$ cat src/rtl/mrelbp_ci_frame.sv
// MRELBP centre-intensity stage: pipelined 3x3 median, threshold compare, and a
// background restoring divider that turns each frame's median sum into the next threshold.
module mrelbp_ci_frame #(
  parameter int unsigned DATA_WIDTH    = 8,
  parameter int unsigned IMG_W         = 64,
  parameter int unsigned IMG_H         = 64,
  parameter int unsigned USE_PREV_MEAN = 1,
  parameter int unsigned MEAN_INIT     = 0
) (
  input  logic                  clk,
  input  logic                  rst,
  input  logic                  done_i,
  input  logic [DATA_WIDTH-1:0] S1,
  input  logic [DATA_WIDTH-1:0] S2,
  input  logic [DATA_WIDTH-1:0] S3,
  input  logic [DATA_WIDTH-1:0] S4,
  input  logic [DATA_WIDTH-1:0] S5,
  input  logic [DATA_WIDTH-1:0] S6,
  input  logic [DATA_WIDTH-1:0] S7,
  input  logic [DATA_WIDTH-1:0] S8,
  input  logic [DATA_WIDTH-1:0] S9,
  input  logic [DATA_WIDTH-1:0] thr_i,
  output logic                  done_o,
  output logic                  ci_o,
  output logic                  progress_done_o,
  output logic [DATA_WIDTH-1:0] mean_o,
  output logic                  mean_valid_o,
  output logic                  overrun_o
);

  localparam int unsigned DW     = DATA_WIDTH;
  localparam int unsigned PIXELS = IMG_W * IMG_H;
  localparam int unsigned CNT_W  = (PIXELS > 1) ? $clog2(PIXELS) : 1;
  localparam int unsigned SUM_W  = DW + $clog2(PIXELS);
  localparam int unsigned REM_W  = CNT_W;
  localparam int unsigned SH_W   = REM_W + 1;
  localparam int unsigned BIT_W  = $clog2(SUM_W + 1);

  typedef enum logic [1:0] {IDLE = 2'd0, DIV = 2'd1, COMMIT = 2'd2} state_e;

  function automatic logic [DW-1:0] min2(input logic [DW-1:0] a, input logic [DW-1:0] b);
    return (a < b) ? a : b;
  endfunction

  function automatic logic [DW-1:0] max2(input logic [DW-1:0] a, input logic [DW-1:0] b);
    return (a > b) ? a : b;
  endfunction

  function automatic logic [DW-1:0] med3(input logic [DW-1:0] a, input logic [DW-1:0] b,
                                         input logic [DW-1:0] c);
    return max2(min2(a, b), min2(max2(a, b), c));
  endfunction

  logic [DW-1:0] win [9];
  assign win = '{S1, S2, S3, S4, S5, S6, S7, S8, S9};

  state_e             state_q, state_d;
  logic               v1_q, v2_q, v3_q, done_q, ci_q, prog_q, mv_q, ovr_q;
  logic               ci_d, prog_d, mv_d, ovr_d;
  logic [DW-1:0]      lo_q [3], mid_q [3], hi_q [3];
  logic [DW-1:0]      lo_d [3], mid_d [3], hi_d [3];
  logic [DW-1:0]      a_q, b_q, c_q, med_q, mean_q;
  logic [DW-1:0]      a_d, b_d, c_d, med_d, mean_d, thr;
  logic [CNT_W-1:0]   cnt_q, cnt_d;
  logic [SUM_W-1:0]   sum_q, sum_d, dvd_q, dvd_d;
  logic [REM_W-1:0]   rem_q, rem_d;
  logic [SH_W-1:0]    rem_sh;
  logic [BIT_W-1:0]   bit_q, bit_d;
  logic               frame_end, qbit;

  // Median network: row sort, then max-of-lows / median-of-mids / min-of-highs, then median.
  always_comb begin
    for (int r = 0; r < 3; r++) begin
      lo_d[r]  = min2(min2(win[3*r], win[3*r+1]), win[3*r+2]);
      hi_d[r]  = max2(max2(win[3*r], win[3*r+1]), win[3*r+2]);
      mid_d[r] = med3(win[3*r], win[3*r+1], win[3*r+2]);
    end
    a_d   = max2(max2(lo_q[0], lo_q[1]), lo_q[2]);
    b_d   = med3(mid_q[0], mid_q[1], mid_q[2]);
    c_d   = min2(min2(hi_q[0], hi_q[1]), hi_q[2]);
    med_d = med3(a_q, b_q, c_q);
    thr   = (USE_PREV_MEAN != 0) ? mean_q : thr_i;
    ci_d  = v3_q && (med_q >= thr);
  end

  // Frame accumulation and divider sequencing.
  always_comb begin
    state_d   = state_q;
    cnt_d     = cnt_q;
    sum_d     = sum_q;
    dvd_d     = dvd_q;
    rem_d     = rem_q;
    bit_d     = bit_q;
    mean_d    = mean_q;
    mv_d      = 1'b0;
    prog_d    = 1'b0;
    ovr_d     = ovr_q;
    rem_sh    = '0;
    qbit      = 1'b0;
    frame_end = v3_q && (cnt_q == CNT_W'(PIXELS - 1));

    if (v3_q) begin
      if (frame_end) begin
        sum_d  = '0;
        cnt_d  = '0;
        prog_d = 1'b1;
      end else begin
        sum_d = sum_q + SUM_W'(med_q);
        cnt_d = cnt_q + CNT_W'(1);
      end
      if (state_q != IDLE && (cnt_q == '0 || frame_end)) ovr_d = 1'b1;
    end

    case (state_q)
      IDLE: begin
        if (frame_end) begin
          state_d = DIV;
          dvd_d   = sum_q + SUM_W'(med_q);
          rem_d   = '0;
          bit_d   = '0;
        end
      end
      DIV: begin
        rem_sh = {rem_q, dvd_q[SUM_W-1]};
        qbit   = (rem_sh >= SH_W'(PIXELS));
        rem_d  = qbit ? REM_W'(rem_sh - SH_W'(PIXELS)) : REM_W'(rem_sh);
        dvd_d  = {dvd_q[SUM_W-2:0], qbit};
        bit_d  = bit_q + BIT_W'(1);
        if (bit_q == BIT_W'(SUM_W - 1)) state_d = COMMIT;
      end
      COMMIT: begin
        mean_d  = dvd_q[DW-1:0];
        mv_d    = 1'b1;
        state_d = IDLE;
      end
      default: state_d = IDLE;
    endcase
  end

  always_ff @(posedge clk or negedge rst) begin
    if (!rst) state_q <= IDLE;
    else      state_q <= state_d;
  end

  always_ff @(posedge clk or negedge rst) begin
    if (!rst) begin
      v1_q <= 1'b0; v2_q <= 1'b0; v3_q <= 1'b0;
      done_q <= 1'b0; ci_q <= 1'b0; prog_q <= 1'b0; mv_q <= 1'b0; ovr_q <= 1'b0;
      for (int r = 0; r < 3; r++) begin
        lo_q[r] <= '0; mid_q[r] <= '0; hi_q[r] <= '0;
      end
      a_q <= '0; b_q <= '0; c_q <= '0; med_q <= '0;
      mean_q <= DW'(MEAN_INIT);
      cnt_q <= '0; sum_q <= '0; dvd_q <= '0; rem_q <= '0; bit_q <= '0;
    end else begin
      v1_q <= done_i; v2_q <= v1_q; v3_q <= v2_q; done_q <= v3_q;
      lo_q <= lo_d; mid_q <= mid_d; hi_q <= hi_d;
      a_q <= a_d; b_q <= b_d; c_q <= c_d; med_q <= med_d;
      ci_q <= ci_d; prog_q <= prog_d; mv_q <= mv_d; ovr_q <= ovr_d;
      mean_q <= mean_d;
      cnt_q <= cnt_d; sum_q <= sum_d; dvd_q <= dvd_d; rem_q <= rem_d; bit_q <= bit_d;
    end
  end

  assign done_o          = done_q;
  assign ci_o            = ci_q;
  assign progress_done_o = prog_q;
  assign mean_o          = mean_q;
  assign mean_valid_o    = mv_q;
  assign overrun_o       = ovr_q;

endmodule

$ cat config.mk
export PLATFORM = sky130hd
export DESIGN_NAME = mrelbp_ci_frame
export DESIGN_NICKNAME = d
export VERILOG_FILES = /design/src/rtl/mrelbp_ci_frame.sv
export SDC_FILE = /design/constraint.sdc
export NUM_CORES = 1
export LEC_CHECK = 0
export CORE_ASPECT_RATIO = 1.4
export CORE_UTILIZATION = 34
export DETAILED_ROUTE_END_ITERATION = 8
export PLACE_DENSITY = 0.58
export SLEW_MARGIN = 10
export SYNTH_ARGS = -nofsm -noshare
export SYNTH_HDL_FRONTEND = slang
export SYNTH_SLANG_ARGS = --single-unit
$ cat constraint.sdc
create_clock -name clk -period 10.9 [get_ports clk]
set_input_delay 2.18 -clock clk [delete_from_list [all_inputs] [get_ports clk]]
set_output_delay 2.18 -clock clk [all_outputs]
set_load 0.02 [all_outputs]
# Word-level counts from Yosys, hierarchy flattened
# Index checks and enable logic that the tools add are counted.
[word_totals] inputBits=83 word_cells=126 regBits=191
[classes] n_reduce_logical=11 mux=45 eq_ne=6 add_sub_neg=4 n_lt_le_gt_ge=32
[ops] op="8-bit two-way mux" n=30
[ops] op="8-bit > comparator" n=15
[ops] op="8-bit < comparator" n=15
[ops] op="20-bit two-way mux" n=2
[ops] op="20-bit one-hot mux with 2 select lines" n=1
[ops] op="12-bit two-way mux" n=3
[ops] op="12-bit one-hot mux with 2 select lines" n=1
[ops] op="20-bit by 8-bit adder with 20-bit output" n=1
[ops] op="13-bit greater-or-equal comparator (second input constant)" n=1
[ops] op="12-bit by 1-bit adder with 12-bit output (second input constant)" n=1
[ops] op="12-bit == test (second input constant)" n=1
[ops] op="12-bit logical NOT" n=1
[ops] op="12-bit by 1-bit subtractor with 12-bit output (second input constant)" n=1
[ops] op="5-bit one-hot mux with 2 select lines" n=1
[ops] op="8-bit greater-or-equal comparator" n=1
[ops] op="2-bit AND reduction" n=3
[ops] op="5-bit by 1-bit adder with 5-bit output (second input constant)" n=1
[ops] op="5-bit == test (second input constant)" n=1
[ops] op="5-bit two-way mux" n=1
[ops] op="2-bit two-way mux" n=2
[ops] op="2-bit inequality test (second input constant)" n=2
[ops] op="2-bit one-hot mux with 2 select lines" n=1
[ops] op="2-bit nonzero test" n=2
[ops] op="1-bit logical AND" n=3
[ops] op="5 further kinds" n=7

# Longest topological paths before layout
# Gate-level depths: netlist of run 1.
[depth] word_depth=6 ltp_mapped=25

# Least setup slack after synthesis of run 1
# OpenSTA, ideal clock, no wires.
[synth_path] path_type="input port to flip-flop" from="in S2[1]" to="reg mid_q[21] (netlist name)" path_slack_ps=4496 arrival_time_ps=6325 setup_time_ps=79 cell_stages=23 t_required_ps=10821 path_cell_list="inv_1 ha_1 nor2b_1 o211ai_1 a21o_1 buf_2 a21oi_2 mux2_2 ha_1 nor2b_1 o21ai_0 nand2b_1 a21oi_1 o21ai_2 mux2i_1 ha_1 a21o_1 a21o_1 a21oi_1 o21ai_0 nand2_1 clkbuf_1 mux2i_1"
[synth_rtl] element="from (decl)" line="14" source="input logic [DATA_WIDTH-1:0] S2,"
[synth_rtl] element="to (signal assigned)" line="157" source="lo_q <= lo_d; mid_q <= mid_d; hi_q <= hi_d;"
[synth_rtl] element="to (decl)" line="60" source="logic [DW-1:0] lo_q [3], mid_q [3], hi_q [3];"

==> results of run 1 <==
==> power groups by stage <==
stage	sequential (W)	combinational (W)	clock, W
2_1_floorplan	0.000999	0.00212	0
3_3_place_gp	0.00109	0.00262	0
3_5_place_dp	0.00109	0.00270	0
4_1_cts	0.00108	0.00272	0.000644
5_1_grt	0.00110	0.00304	0.000674
6_report	0.00108	0.00271	0.000628
==> worst register-to-register path, stage by stage (launching register included) <==
cell      delay (ns)
dfrtp_1         0.40
inv_1           0.06
ha_1            0.28
nor2b_1         0.13
o211ai_1        0.17
a21oi_1         0.12
o21bai_2        0.36
mux2_2          0.43
ha_1            0.30
a21o_1          0.16
a21o_1          0.17
a21oi_1         0.57
nand4_1         0.30
o21ai_2         0.49
mux2i_1         0.25
ha_1            0.26
and3_1          0.21
a221oi_1        0.26
o21ai_0         0.14
o21ai_0         0.09
buf_4           0.24
o211ai_1        0.30
o221a_2         0.39
==> placed cells by master (no fill, tap or decap), types with 4 or more instances in the layout <==
cell type and n:
dfrtp_1 191, ha_1 188, inv_1 148, mux2_2 147
o21ai_0 95, clkdlybuf4s50_1 86, nand2_1 60, mux2i_1 58
a21oi_1 57, nor2_1 47, nand3_1 43, a21o_1 41
nand4_1 32, a22o_1 20, xnor2_1 19, a22oi_1 18
o21a_1 17, nor2b_1 17, clkbuf_16 17, nand2b_1 14
nor3_1 11, and3_1 10, xor2_1 9, o211ai_1 8
or2_2 8, and2_1 7, o22ai_1 7, a21oi_2 6
o221a_2 6, o21bai_1 6, buf_4 6, and4_1 5
a31oi_1 5, inv_8 5, o21ai_2 4, o41ai_1 4
==> metrics by stage <==
step           total power, W  area, um^2  hold WS, ns  setup slack (ns)   util
5_1_grt               0.00481       15900        0.372              3.05  0.395
3_3_place_gp          0.00371       15300        0.340              3.13  0.381
6_report              0.00441       15900        0.348              3.57  0.395
3_5_place_dp          0.00379       15300        0.338              3.11  0.381
4_1_cts               0.00444       15900        0.353              3.56  0.395
2_1_floorplan         0.00312       13900        0.331              4.50      -
==> Yosys cell counts (3+ instances only) <==
library cell  instances
a21boi_0              3
a21o_1               41
a21oi_1              57
a21oi_2               6
a22o_1               20
a22oi_1              18
a31oi_1               5
and2_1                7
and3_1               10
and4_1                5
buf_2                 8
clkbuf_1             19
dfrtp_1             191
ha_1                188
inv_1               148
mux2_2              147
mux2i_1              58
nand2_1              60
nand2b_1             14
nand3_1              43
nand4_1              32
nor2_1               48
nor2b_1              17
nor3_1               11
nor4_1                3
o211ai_1              8
o21a_1               17
o21ai_0              95
o21ai_2               3
o21bai_1              6
o221a_2               6
o22ai_1               7
o311ai_0              3
o31ai_1               3
o41ai_1               4
or2_2                 8
or3_1                 3
xnor2_1              19
xor2_1                9
==> state kept, by name (all words and copies together), names as in the netlist, 12 cells and up <==
name	count
dvd_q	20
mid_q	24
cnt_q	12
sum_q	20
lo_q	24
hi_q	24
rem_q	12
==> layout make-up <==
| type | count | share of cell area |
|---|---|---|
| well taps | 534 | 0.0420 |
| flip-flops and latches | 191 | 0.300 |
| repair buffers | 93 | 0.0578 |
| clock buffers | 18 | 0.0276 |
| clock inverters | 13 | 0.00888 |
| multi-input cells | 1013 | 0.529 |
| inverters | 148 | 0.0349 |
==> cell families after synthesis <==
group | after synthesis | share of synthesized area
adders and majority gates | 189 | 0.171
DFF | 191 | 0.344
and+or+nand+nor | 272 | 0.102
AOI/OAI and AO/OA | 319 | 0.154
xor gates and xnor gates | 28 | 0.0177
muxes | 205 | 0.161
buffers and inverters | 179 | 0.0502
==> metal layers <==
layer | vias up | wire length [um]
met2 | 168 | 17600
met5 | - | 0
met1 | 5069 | 13300
li1 | 5165 | -
met3 | 57 | 682
met4 | 0 | 1560
==> worst max-delay path by stage <==
stage | end | cells after the start | slack (ns) | start
final | mid_q[6] | 22 | 3.57 | S8[1]
after global routing | mid_q[6] | 22 | 3.05 | S8[1]
after CTS | mid_q[6] | 21 | 3.56 | S8[5]
after detailed placement | mid_q[6] | 21 | 3.11 | S8[5]
after global placement | mid_q[6] | 21 | 3.13 | S8[7]
after floorplan | mid_q[21] | 23 | 4.50 | S2[1]
==> results.cfg, run 1 <==
[route]
wl_um = 33200
drtIter0Drc = 397
first_pass_iters = 5
wl_per_cell_um = 16.5
antenna_left = 0
viasPerCell = 5.20
vias = 10500
drc = 0

[power_and_ir_drop]
pwr-share-comb = 0.614
p_sw_w = 0.00190
sequentialPowerShare = 0.244
p_clk_frac = 0.142
power_density_nw_per_um2 = 277
p_leak_nw = 7.54
intPower_w = 0.00251
swShare = 0.432
ir_drop_v = 0.000222

[die]
core.rowCount = 87
die_area_um2 = 41700
initial_core_util = 0.345
num_io_pins = 96
die-height_um = 241
die_x_um = 173
core_um2 = 40300

[worst_setup_path]
start_kind = input port
critPathArrivalTime_ns = 7.59
crit_path_end_kind = register
r2r-end = med_q[6]
timing.rr.start = b_q[1]
crit_path_cell_trace = clkdlybuf4s50_1, inv_1, ha_1, nor2b_1, o211ai_1, a21o_1, a21oi_2, mux2_2, ha_1, nor2b_1, o21ai_0, nand2b_1, a21oi_1, o21a_1, mux2_2, ha_1, nor2b_1, o21ai_0, a21oi_1, o21bai_1, a22oi_1, o21ai_0
regToRegSetupSlack_ns = 4.71
criticalPathCategory = input port to register
cp.required_ns = 11.16
r2r_cells = 22
cp_top_family = compound AO/OA/AOI/OAI gates
cp_max_fo = 16
cp_slowest_cell = a22oi_1
crit_buf_inv = 2
cpPeakStageDelay_ns = 0.74

[worst_hold_path]
min_to = v3_q
hold_depth = 0
hold_path.startpoint = v2_q
min-delay-path-class = register to register

[timing]
setup_tns_ns = 0
slew_viol_final = 0
worst_pin_slew_ns = 0.993
clock_skew_ns = 0.0108
finalHoldViolCount = 0
fmax_ghz = 0.136
maxSlewHeadroom = 0.338
fin_crit_sh = 0.673
setup_violations = 0
finalCriticalPeriod_ns = 7.33
rsz0062_at_grt = false

[placement]
portBuffers = 87
place_congestion = 0.892
place_hpwl_um = 26700
place_inst = 1979

[clock_tree]
cts.htree.levels = 4
post_cts_resized = 0
cts_hold_buf = 0
cts_tree = built
cts_root_buf = clkbuf_16
clock-sinks = 191
postCtsSetupBuffers = 0
clk_pin_slew_worst_paths_ns = 0.07
cts_inserted_buffers = 17
cts_buffer_depth = 2
clk_latency_ns = 0.44

[cells_and_area]
final.fill_count = 4042
multi_input_comb_area_um2 = 8420
n_antenna_cell = 0
seqCellArea_um2 = 4780
syn_to_final_growth_pct = 14.6
drive_above_1_share = 0.150
instances_no_fill = 2010
fin_nets = 1736

[global_routing]
grt_max_degree = 76
grt_pass1_vias = 10800
grt_pass1_wl_um = 54300
grt_usage = 0.163
grt_overflow = 0
grt_use_met3 = 0.0175
use_met1 = 0.176
antenna_found_initial = 0
grt-busiest-layer = met2
met2_usage = 0.310

[synth]
synth_top_area_cell = dfrtp_1
async_flop_share = 1.00
synth_area_leaders = dfrtp_1 (34%), ha_1 (17%), mux2_2 (12%)
syn-num-nets = 1655
ys.flop_type = dfrtp_1
synth_seq_cells = 191
yosysUniqueCellTypes = 66
synth-edff-count = 0
synth_top_area_frac = 0.344
yosys_warnings = 0
yosysSeqAreaShare = 0.344
netlist_area_um2 = 13900
synthCells = 1383
syn-mean-instance-area_um2 = 10.0

[flow_run]
cap_violations = 0

[outcome]
status = complete, no violations
(Power assumes the default switching activity.)
==> run 2, diff against run 1 <==
==> constraint.sdc (replaced) <==
create_clock -name clk -period 6.8 [get_ports clk]
set_input_delay 1.36 -clock clk [delete_from_list [all_inputs] [get_ports clk]]
set_output_delay 1.36 -clock clk [all_outputs]
set_load 0.02 [all_outputs]
==> run 2 against run 1 <==
Sequential power rose by 60%. Clock skew rose by 0.0055 ns. Register-to-register slack got worse by 3.8 ns. Clock power up 59%. Utilization up 0.14 points. Worst setup slack worse by 2.8 ns. Via count decreased by 0.17%.
==> results.cfg, run 2 (same netlist as run 1, synthesis figures left out) <==
[timing]
fmax_ghz = 0.166
finalCriticalPeriod_ns = 6.03
clock_skew_ns = 0.0163
setup_violations = 0
holdWs_ns = 0.349
maxSlewHeadroom = 0.382
worst_pin_slew_ns = 0.927
rsz0062_at_grt = false
setup_tns_ns = 0
slew_viol_final = 0
fin_crit_sh = 0.887
finalHoldViolCount = 0

[worst_hold_path]
hold_path.startpoint = v2_q
min-delay-path-class = register to register

[placement]
postPlaceCellArea_um2 = 15400
place_inst = 1985
place_congestion = 0.831
portBuffers = 87
place_hpwl_um = 26700

[cells_and_area]
reg.largest.list = hi_q: 24 flops, lo_q: 24 flops, mid_q: 24 flops
syn_to_final_growth_pct = 15.0
fin_nets = 1742
drive_above_1_share = 0.154
n_antenna_cell = 0
design_area_um2 = 16000
mostFrequentLayoutCells = dfrtp_1 (191), ha_1 (188), inv_1 (148), mux2_2 (147), o21ai_0 (95)
final_common_cell = dfrtp_1
instances_no_fill = 2017

[die]
initial_core_util = 0.345
core_um2 = 40300
die-height_um = 241
num_io_pins = 96
die_x_um = 173
core.rowCount = 87
die_area_um2 = 41700

[route]
antenna_left = 0
wl_per_cell_um = 16.3
first_pass_iters = 4
drtIter0Drc = 388
vias = 10400
drc = 0
viasPerCell = 5.18
wl_um = 32900

[flow_run]
cap_violations = 0

[clock_tree]
clock-sinks = 191
cts_hold_buf = 0
cts_tree = built
clk_latency_ns = 0.44
cts_buffer_depth = 2
postCtsSetupBuffers = 0
post_cts_resized = 0
cts_inserted_buffers = 17
clk_pin_slew_worst_paths_ns = 0.07
cts.htree.levels = 4
cts_root_buf = clkbuf_16

[power_and_ir_drop]
p_sw_w = 0.00302
sequentialPowerShare = 0.244
intPower_w = 0.00404
power_density_nw_per_um2 = 442
pwr-share-comb = 0.614
p_leak_nw = 7.57
ir_drop_v = 0.000371
swShare = 0.428
p_clk_frac = 0.141

[global_routing]
grt_pass1_wl_um = 53800
antenna_found_initial = 0
grt_max_degree = 77
grt_overflow = 0
grt_pass1_vias = 10800
grt_usage = 0.162

[outcome]
status = complete, no violations

[worst_setup_path]
crit_path_end_kind = register
critPathArrivalTime_ns = 6.35
cp.required_ns = 7.12
cp_slowest_cell = clkdlybuf4s50_1
critical_path.startpoint = S8[1]
cpPeakStageDelay_ns = 0.51
timing.rr.start = mid_q[17]
start_kind = input port
crit_path_cell_trace = clkdlybuf4s50_1, inv_1, ha_1, nor2b_1, o211ai_1, a21o_1, a21oi_2, mux2_2, ha_1, nor2b_1, o21ai_0, nand2b_1, a21oi_1, o21a_1, mux2_2, ha_1, nor2b_1, o21ai_0, a21oi_1, o21bai_1, a22oi_1, buf_4, nand2_1, o21a_1
cp_max_fo = 16
criticalPathCategory = input port to register
crit_buf_inv = 3
cp_top_family = compound AO/OA/AOI/OAI gates
[run 2: worst paths after layout]
check	to	slack, ns	depth (start not counted)
setup / recovery	mid_q[0]	0.77	24
hold / removal	v3_q	0.35	0
setup reg to reg	b_q[4]	0.93	20
hold reg to reg	v3_q	0.35	0
max in group asynchronous	ci_o	4.66	2
min in group asynchronous	rem_q[1]	0.86	1
[run 2: stage by stage]
| step | total power (W) | utilization | setup slack [ns] |
|---|---|---|---|
| after floorplan | 0.00500 | - | 1.22 |
| after global placement | 0.00597 | 0.382 | 0.415 |
| after detailed placement | 0.00609 | 0.382 | 0.333 |
| after CTS | 0.00713 | 0.397 | 0.794 |
| after global routing | 0.00772 | 0.397 | 0.392 |
| final | 0.00706 | 0.397 | 0.770 |
[run 2: layout make-up]
class	instances	area (um^2)
clock buffers	19	443
multi-input cells	1013	8420
flip-flops and latches	191	4780
repair buffers	99	965
clock inverters	13	149
inverters	148	556
fillers	3961	24300
well taps	534	668
[run 2: metal layers]
metal	part of all wire	global-route usage	wire length (um)
met1	0.40	0.174	13200
met2	0.54	0.316	17800
met3	0.019	0.0169	629
met4	0.038	0.0748	1250
met5	0	0	0
[run 2: worst reg2reg max path, stage by stage (launching register included)]
cell	delay (ns)
dfrtp_1	0.47
ha_1	0.33
nor2b_1	0.13
o211ai_1	0.20
a211oi_1	0.14
nor2_1	0.53
mux2_2	0.42
ha_1	0.29
a211oi_1	0.20
nor2_1	0.08
nor3_1	0.28
or4b_1	0.50
nand3_2	0.26
mux2i_1	0.34
ha_1	0.19
nor2b_1	0.12
o21ai_0	0.09
a21oi_1	0.14
o21bai_1	0.07
a21oi_1	0.74
o21ai_0	0.19
[run 2: power by group through the flow]
stage | sequential (W) | combinational [W] | clock (W)
2_1_floorplan | 0.00160 | 0.00340 | 0
3_3_place_gp | 0.00175 | 0.00423 | 0
3_5_place_dp | 0.00176 | 0.00434 | 0
4_1_cts | 0.00173 | 0.00436 | 0.00103
5_1_grt | 0.00175 | 0.00489 | 0.00108
6_report | 0.00173 | 0.00434 | 0.000999
